## src/rtl/tap_player.sv

```systemverilog
// TAP tape image player: turns a byte image into pilot/sync/bit pulses on mic.
// Define TAP_TURBO_EN to add the turbo input, which halves every pulse except the pause.
module tap_player #(
    parameter int ADDR_W     = 16,
    parameter int PILOT_T    = 2168,
    parameter int SYNC1_T    = 667,
    parameter int SYNC2_T    = 735,
    parameter int BIT0_T     = 855,
    parameter int BIT1_T     = 1710,
    parameter int PILOT_HDR  = 8063,
    parameter int PILOT_DATA = 3223,
    parameter int PAUSE_T    = 3500000
) (
    input  logic              clock,
    input  logic              reset,
    input  logic              play,
    input  logic              rewind,
`ifdef TAP_TURBO_EN
    input  logic              turbo,
`endif
    input  logic [ADDR_W-1:0] tap_size,
    output logic [ADDR_W-1:0] tap_address,
    input  logic [7:0]        tap_data,
    output logic              mic,
    output logic              busy,
    output logic              block_done,
    output logic              eot
);

    function automatic int maxi(input int a, input int b);
        return (a > b) ? a : b;
    endfunction

    localparam int MAX_T = maxi(maxi(maxi(PILOT_T, SYNC1_T), maxi(SYNC2_T, BIT0_T)),
                                maxi(BIT1_T, PAUSE_T));
    localparam int CNT_W = $clog2(MAX_T + 1);
    localparam int PC_W  = $clog2(maxi(PILOT_HDR, PILOT_DATA) + 1);

    typedef enum logic [3:0] {
        IDLE, LEN_LO, LEN_HI, PILOT, SYNC1, SYNC2, BIT_HI, BIT_LO, PAUSE, EOT
    } state_t;

    state_t            state;
    logic [CNT_W-1:0]  cnt;
    logic [PC_W-1:0]   prem;
    logic [15:0]       len;
    logic [7:0]        sh;
    logic [2:0]        bitn;
    logic              fresh;
    logic              lead;
    logic              fast;
    logic [ADDR_W:0]   addr_nx;
    logic [ADDR_W:0]   size_x;

`ifdef TAP_TURBO_EN
    assign fast = turbo;
`else
    assign fast = 1'b0;
`endif

    assign addr_nx = {1'b0, tap_address} + (ADDR_W+1)'(1);
    assign size_x  = {1'b0, tap_size};

    // Reload value for a pulse of t clocks; the pulse ends on the edge that sees cnt == 0.
    function automatic logic [CNT_W-1:0] span(input int t, input logic half);
        int v;
        v = half ? (t >> 1) : t;
        if (v < 1) v = 1;
        return CNT_W'(v - 1);
    endfunction

    function automatic logic [CNT_W-1:0] bit_span(input logic b, input logic half);
        return span(b ? BIT1_T : BIT0_T, half);
    endfunction

    always_ff @(posedge clock or posedge reset) begin
        if (reset) begin
            state       <= IDLE;
            tap_address <= '0;
            mic         <= 1'b1;
            busy        <= 1'b0;
            block_done  <= 1'b0;
            eot         <= 1'b0;
            cnt         <= '0;
            prem        <= '0;
            len         <= '0;
            sh          <= '0;
            bitn        <= '0;
            fresh       <= 1'b0;
            lead        <= 1'b0;
        end else if (rewind) begin
            state       <= IDLE;
            tap_address <= '0;
            mic         <= 1'b1;
            busy        <= 1'b0;
            block_done  <= 1'b0;
            eot         <= 1'b0;
            cnt         <= '0;
            prem        <= '0;
            len         <= '0;
            sh          <= '0;
            bitn        <= '0;
            fresh       <= 1'b0;
            lead        <= 1'b0;
        end else begin
            block_done <= 1'b0;
            // tap_data is trustworthy once a full clock has passed since the last address move.
            fresh      <= 1'b1;
            if (play) begin
                case (state)
                    IDLE: begin
                        if (tap_address >= tap_size) begin
                            state <= EOT;
                            eot   <= 1'b1;
                            mic   <= 1'b1;
                        end else begin
                            state <= LEN_LO;
                            busy  <= 1'b1;
                        end
                    end
                    LEN_LO: if (fresh) begin
                        len[7:0]    <= tap_data;
                        tap_address <= tap_address + ADDR_W'(1);
                        fresh       <= 1'b0;
                        if (addr_nx >= size_x) begin
                            state <= EOT;
                            eot   <= 1'b1;
                            busy  <= 1'b0;
                        end else begin
                            state <= LEN_HI;
                        end
                    end
                    LEN_HI: if (fresh) begin
                        len[15:8]   <= tap_data;
                        tap_address <= tap_address + ADDR_W'(1);
                        fresh       <= 1'b0;
                        if ({tap_data, len[7:0]} == 16'd0) begin
                            state <= IDLE;
                            busy  <= 1'b0;
                        end else if (addr_nx >= size_x) begin
                            state <= EOT;
                            eot   <= 1'b1;
                            busy  <= 1'b0;
                        end else begin
                            state <= PILOT;
                            lead  <= 1'b1;
                        end
                    end
                    PILOT: begin
                        if (lead) begin
                            // The flag byte picks the pilot length and is also the first byte sent.
                            if (fresh) begin
                                lead <= 1'b0;
                                sh   <= tap_data;
                                prem <= tap_data[7] ? PC_W'(PILOT_DATA - 1) : PC_W'(PILOT_HDR - 1);
                                cnt  <= span(PILOT_T, fast);
                                mic  <= 1'b1;
                            end
                        end else if (cnt != '0) begin
                            cnt <= cnt - CNT_W'(1);
                        end else if (prem == '0) begin
                            state <= SYNC1;
                            mic   <= 1'b1;
                            cnt   <= span(SYNC1_T, fast);
                        end else begin
                            prem <= prem - PC_W'(1);
                            mic  <= ~mic;
                            cnt  <= span(PILOT_T, fast);
                        end
                    end
                    SYNC1: begin
                        if (cnt != '0) begin
                            cnt <= cnt - CNT_W'(1);
                        end else begin
                            state <= SYNC2;
                            mic   <= 1'b0;
                            cnt   <= span(SYNC2_T, fast);
                        end
                    end
                    SYNC2: begin
                        if (cnt != '0) begin
                            cnt <= cnt - CNT_W'(1);
                        end else begin
                            state <= BIT_HI;
                            mic   <= 1'b1;
                            bitn  <= 3'd7;
                            cnt   <= bit_span(sh[7], fast);
                        end
                    end
                    BIT_HI: begin
                        if (cnt != '0) begin
                            cnt <= cnt - CNT_W'(1);
                        end else begin
                            state <= BIT_LO;
                            mic   <= 1'b0;
                            cnt   <= bit_span(sh[7], fast);
                        end
                    end
                    BIT_LO: begin
                        if (cnt != '0) begin
                            cnt <= cnt - CNT_W'(1);
                        end else if (bitn != 3'd0) begin
                            bitn  <= bitn - 3'd1;
                            sh    <= {sh[6:0], 1'b0};
                            state <= BIT_HI;
                            mic   <= 1'b1;
                            cnt   <= bit_span(sh[6], fast);
                            // Step to the next byte as bit 0 starts so it is readable when bit 0 ends.
                            if (bitn == 3'd1) begin
                                tap_address <= tap_address + ADDR_W'(1);
                                fresh       <= 1'b0;
                            end
                        end else begin
                            len <= len - 16'd1;
                            if (len == 16'd1) begin
                                block_done <= 1'b1;
                                state      <= PAUSE;
                                mic        <= 1'b0;
                                cnt        <= span(PAUSE_T, 1'b0);
                            end else if (tap_address >= tap_size) begin
                                state <= EOT;
                                eot   <= 1'b1;
                                busy  <= 1'b0;
                                mic   <= 1'b1;
                            end else begin
                                sh    <= tap_data;
                                bitn  <= 3'd7;
                                state <= BIT_HI;
                                mic   <= 1'b1;
                                cnt   <= bit_span(tap_data[7], fast);
                            end
                        end
                    end
                    PAUSE: begin
                        if (cnt != '0) begin
                            cnt <= cnt - CNT_W'(1);
                        end else begin
                            state <= IDLE;
                            busy  <= 1'b0;
                            mic   <= 1'b1;
                        end
                    end
                    EOT: begin
                        mic <= 1'b1;
                        eot <= 1'b1;
                    end
                    default: state <= IDLE;
                endcase
            end
        end
    end

endmodule

```

## config.mk

```make
export PLATFORM = sky130hd
export DESIGN_NAME = tap_player
export DESIGN_NICKNAME = d
export VERILOG_FILES = /design/src/rtl/tap_player.sv
export SDC_FILE = /design/constraint.sdc
export NUM_CORES = 1
export LEC_CHECK = 0
export ABC_AREA = 1
export BUFFER_PORTS_ARGS = -buffer_cell sky130_fd_sc_hd__buf_2
export CELL_PAD_IN_SITES_DETAIL_PLACEMENT = 2
export CELL_PAD_IN_SITES_GLOBAL_PLACEMENT = 2
export CORE_ASPECT_RATIO = 0.9
export CORE_MARGIN = 5
export CORE_UTILIZATION = 35
export CTS_CLUSTER_DIAMETER = 40
export DETAILED_ROUTE_END_ITERATION = 8
export PLACE_DENSITY = 0.85
export SLEW_MARGIN = 20
export SYNTH_ARGS = -nofsm -noshare
export SYNTH_HDL_FRONTEND = slang
export SYNTH_SLANG_ARGS = --single-unit
```

## constraint.sdc

```tcl
create_clock -name clock -period 3 [get_ports clock]
set_input_delay 0.45 -clock clock [delete_from_list [all_inputs] [get_ports clock]]
set_output_delay 0.45 -clock clock [all_outputs]
set_load 0.02 [all_outputs]
```

==> results.py <==
metrics = {
    "synth": {
        "ys_types": 52,
        "synth_area_leaders": "dfrtp_1 (31%), nand2_1 (16%), inv_1 (7.5%)",
        "postSynthAreaPerCell_sq_um": 6.64,
        "async_flop_share_pct": 100,
        "synth_area_sq_mm": 0.00706,
        "synth_flop_cell": "dfrtp_1",
        "yosysTopAreaCell": "dfrtp_1",
        "synth_seq_cells": 88,
        "syn_inst": 1064,
        "synth.net_count": 1132,
        "yosysSeqAreaShare_pct": 31.2,
        "synth_edf_count": 0,
        "synth.top_cell.area_share_pct": 30.8,
        "yosys_warnings": 0,
    },
    "global_route": {
        "grt_start_max_net_pins": 40,
        "first_global_vias": 8268,
        "grt-ovfl-total": 0,
        "globalRouteTotalUtil_pct": 24.3,
        "grt_pass1_wl_mm": 44.9,
        "antenna_found_initial": 0,
    },
    "critical_path": {
        "startpoint": "tap_address[6]$_DFFE_PP0P_",
        "r2r_start": "tap_address[6]$_DFFE_PP0P_",
        "cp-endpoint": "busy$_DFFE_PP0P_",
        "worst-r2r-setup-slack_ns": -0.10,
        "crit_required_ns": 3.25,
        "cp_max_fo": 6,
        "crit_type": "register to register",
        "end_kind": "register",
        "r2r_cells": 17,
        "r2r-end": "busy$_DFFE_PP0P_",
        "crit_arrival_ns": 3.35,
        "worst_setup_path_start_kind": "register",
    },
    "sta": {
        "rsz0062_at_grt": "true",
        "drv_slew": 0,
        "fin_hold_ws_ns": 0.131,
        "period_minus_slack_ns": 3.10,
        "worstMarginPinSlew_ns": 0.587,
        "finalWorstSetupSlack_ns": -0.102,
        "fin_crit_sh_pct": 103,
        "setup_viol": 5,
        "skew_ns": 0.0168,
        "fmax_ghz": 0.322,
        "finalHoldViolCount": 0,
        "relSlewSlack_pct": 60.8,
    },
    "clock_tree": {
        "cts_tree": "yes",
        "clockRootBuffer": "clkbuf_16",
        "numCtsBuffers": 9,
        "clk_latency_ns": 0.37,
        "cts_buffer_depth": 2,
        "clock_sinks": 88,
        "clk_pin_slew_ns": 0.08,
        "cts-htree-levels": 3,
    },
    "floorplan": {
        "dieArea_sq_mm": 0.0231,
        "ioPinCount": 48,
        "start_util_pct": 35.4,
        "chipWidth_um": 160,
        "fp.coreArea_sq_mm": 0.0199,
        "die_h_um": 145,
        "fp-row-count": 49,
    },
    "routing": {
        "wirelength_mm": 29.6,
        "drt_iter0_markers": 295,
        "vias": 7697,
        "firstDrtPassIters": 5,
        "route.detailed.drc": 0,
        "vias_per_cell": 5.53,
        "drtAntennaViolNets": 0,
        "routedWlPerCell_um": 21.2,
    },
    "worst_hold_path": {
        "hold_class": "input port to asynchronous set/reset pin",
    },
    "placed_design": {
        "gp_congestion": 0.851,
        "io_buffers": 47,
        "dp_hpwl_mm": 20.8,
        "dpl-instance-area_sq_mm": 0.00770,
    },
    "final_layout": {
        "mostFrequentLayoutCells": "nand2_1 (288), inv_1 (141), nor2_1 (114)",
        "n_fill_cell": 2415,
        "multi_input_area_sq_mm": 0.00429,
        "layout-drive-gt1-share_pct": 13.9,
        "fin_area_sq_mm": 0.00815,
        "antenna_cells": 0,
        "final_nets": 1199,
        "areaGrowthSynthToFinish_pct": 15.4,
        "final_common_cell": "nand2_1",
        "utilization_pct": 40.9,
        "regArea_sq_mm": 0.00220,
    },
    "status": {
        "violations": "setup timing",
        "outcome": "finished, violations left",
    },
    "power_and_ir_drop": {
        "power_leakage_nw": 4.26,
        "powerDensity_mw_per_mm2": 819,
        "ir_worst_vdd_mv": 0.566,
        "power.total_w": 0.00668,
    },
    "flow_run": {
        "cap_viol_max_count": 0,
    },
}
cell type report:
| cell class | count | area share [%] |
|---|---|---|
| Clock buffer | 9 | 2.76 |
| Clock inverter | 7 | 0.967 |
| Inverter | 153 | 7.08 |
| Multi-Input combinational cell | 802 | 52.6 |
| Sequential cell | 88 | 27.0 |
| Tap cell | 255 | 3.91 |
| Timing Repair Buffer | 77 | 5.65 |
through the flow:
step                      std cells  setup TNS, ns  setup slack, ns
after floorplan                1064              0            0.273
after global placement         1369              0           0.0973
after detailed placement       1369         -0.436           -0.131
after CTS                      1386              0           0.0171
after global routing           1391          -1.29           -0.287
final                          1391         -0.292           -0.102
worst min-delay path by stage:
stage / from / endpoint / cells after the start / slack [ns]
after detailed placement: cnt[21]$_DFFE_PP0P_ / cnt[21]$_DFFE_PP0P_ / 2 / 0.48
after CTS: reset / prem[4]$_DFFE_PP0P_ / 2 / 0.16
after floorplan: cnt[21]$_DFFE_PP0P_ / cnt[21]$_DFFE_PP0P_ / 2 / 0.45
final: reset / prem[1]$_DFFE_PP0P_ / 2 / 0.13
after global placement: cnt[21]$_DFFE_PP0P_ / cnt[21]$_DFFE_PP0P_ / 2 / 0.46
after global routing: reset / prem[1]$_DFFE_PP0P_ / 2 / 0.18
timing repair:
action                                  in CTS  in global routing
buffers inserted                             1                  5
hold endpoints to repair                     0                  0
gates resized for setup                      6                 18
pin swaps                                    0                 12
endpoints found under the setup margin       6                  7
hold buffers                                 0                  0
cloned                                       0                  0
logic make-up after synthesis:
family                   Yosys count  share of synthesized area [%]
adder cells (fa/ha/maj)           40                           7.09
flip-flops                        88                           31.2
AO/OA/AOI/OAI                    187                           15.1
buffers and inverters            174                           9.60
XOR/XNOR                          29                           3.60
AND/OR/NAND/NOR                  546                           33.5
where the power goes:
group,switching [W],leakage [nW],internal (W),total (W)
clock,0.000590,0.144,0.000657,0.00125
sequential,0.000373,1.16,0.00152,0.00189
combinational,0.00242,2.95,0.00112,0.00354
total,0.00338,4.26,0.00330,0.00668
sequential cells by signal, summed over array words and instances (netlist names):
register,flops
tap_address,16
fresh,1
sh,8
bitn,3
cnt,22
eot,1
state,4
mic,1
prem,13
block_done,1
len,16
busy,1
lead,1
critical path, cell delays in order (launching register included):
cell     delay [ns]
dfrtp_1        0.48
nand2_1        0.17
nor2_1         0.28
nand3_1        0.27
xor2_1         0.22
inv_1          0.08
ha_1           0.34
nand2_1        0.10
nor2_1         0.22
nand4_1        0.11
nor2_1         0.15
nor2_1         0.09
nand3_2        0.12
nand2_2        0.07
nand3_1        0.07
nand2_1        0.07
nand2_1        0.07
nand2_1        0.05
layer usage:
| layer | global-route usage (%) | wire [um] | vias to the layer above |
|---|---|---|---|
| met5 | 0 | 0 | - |
| met2 | 44.1 | 14800 | 155 |
| met3 | 3.29 | 861 | 57 |
| met1 | 30.6 | 13100 | 3904 |
| met4 | 7.12 | 824 | 0 |
| li1 | - | - | 3581 |
synthesized netlist by cell type, types with 7 or more instances:
master      n
nand2_1   293
xor2_1     22
nand4_1    14
ha_1       40
buf_2      11
clkbuf_1    7
xnor2_1     7
inv_2      11
o21ai_1    39
a21oi_1    37
nor3_1     21
inv_1     142
o22ai_1    13
dfrtp_1    87
o21ai_0    62
nor2_1    119
nand3_1    63
Power figures use the tool's default switching activity.
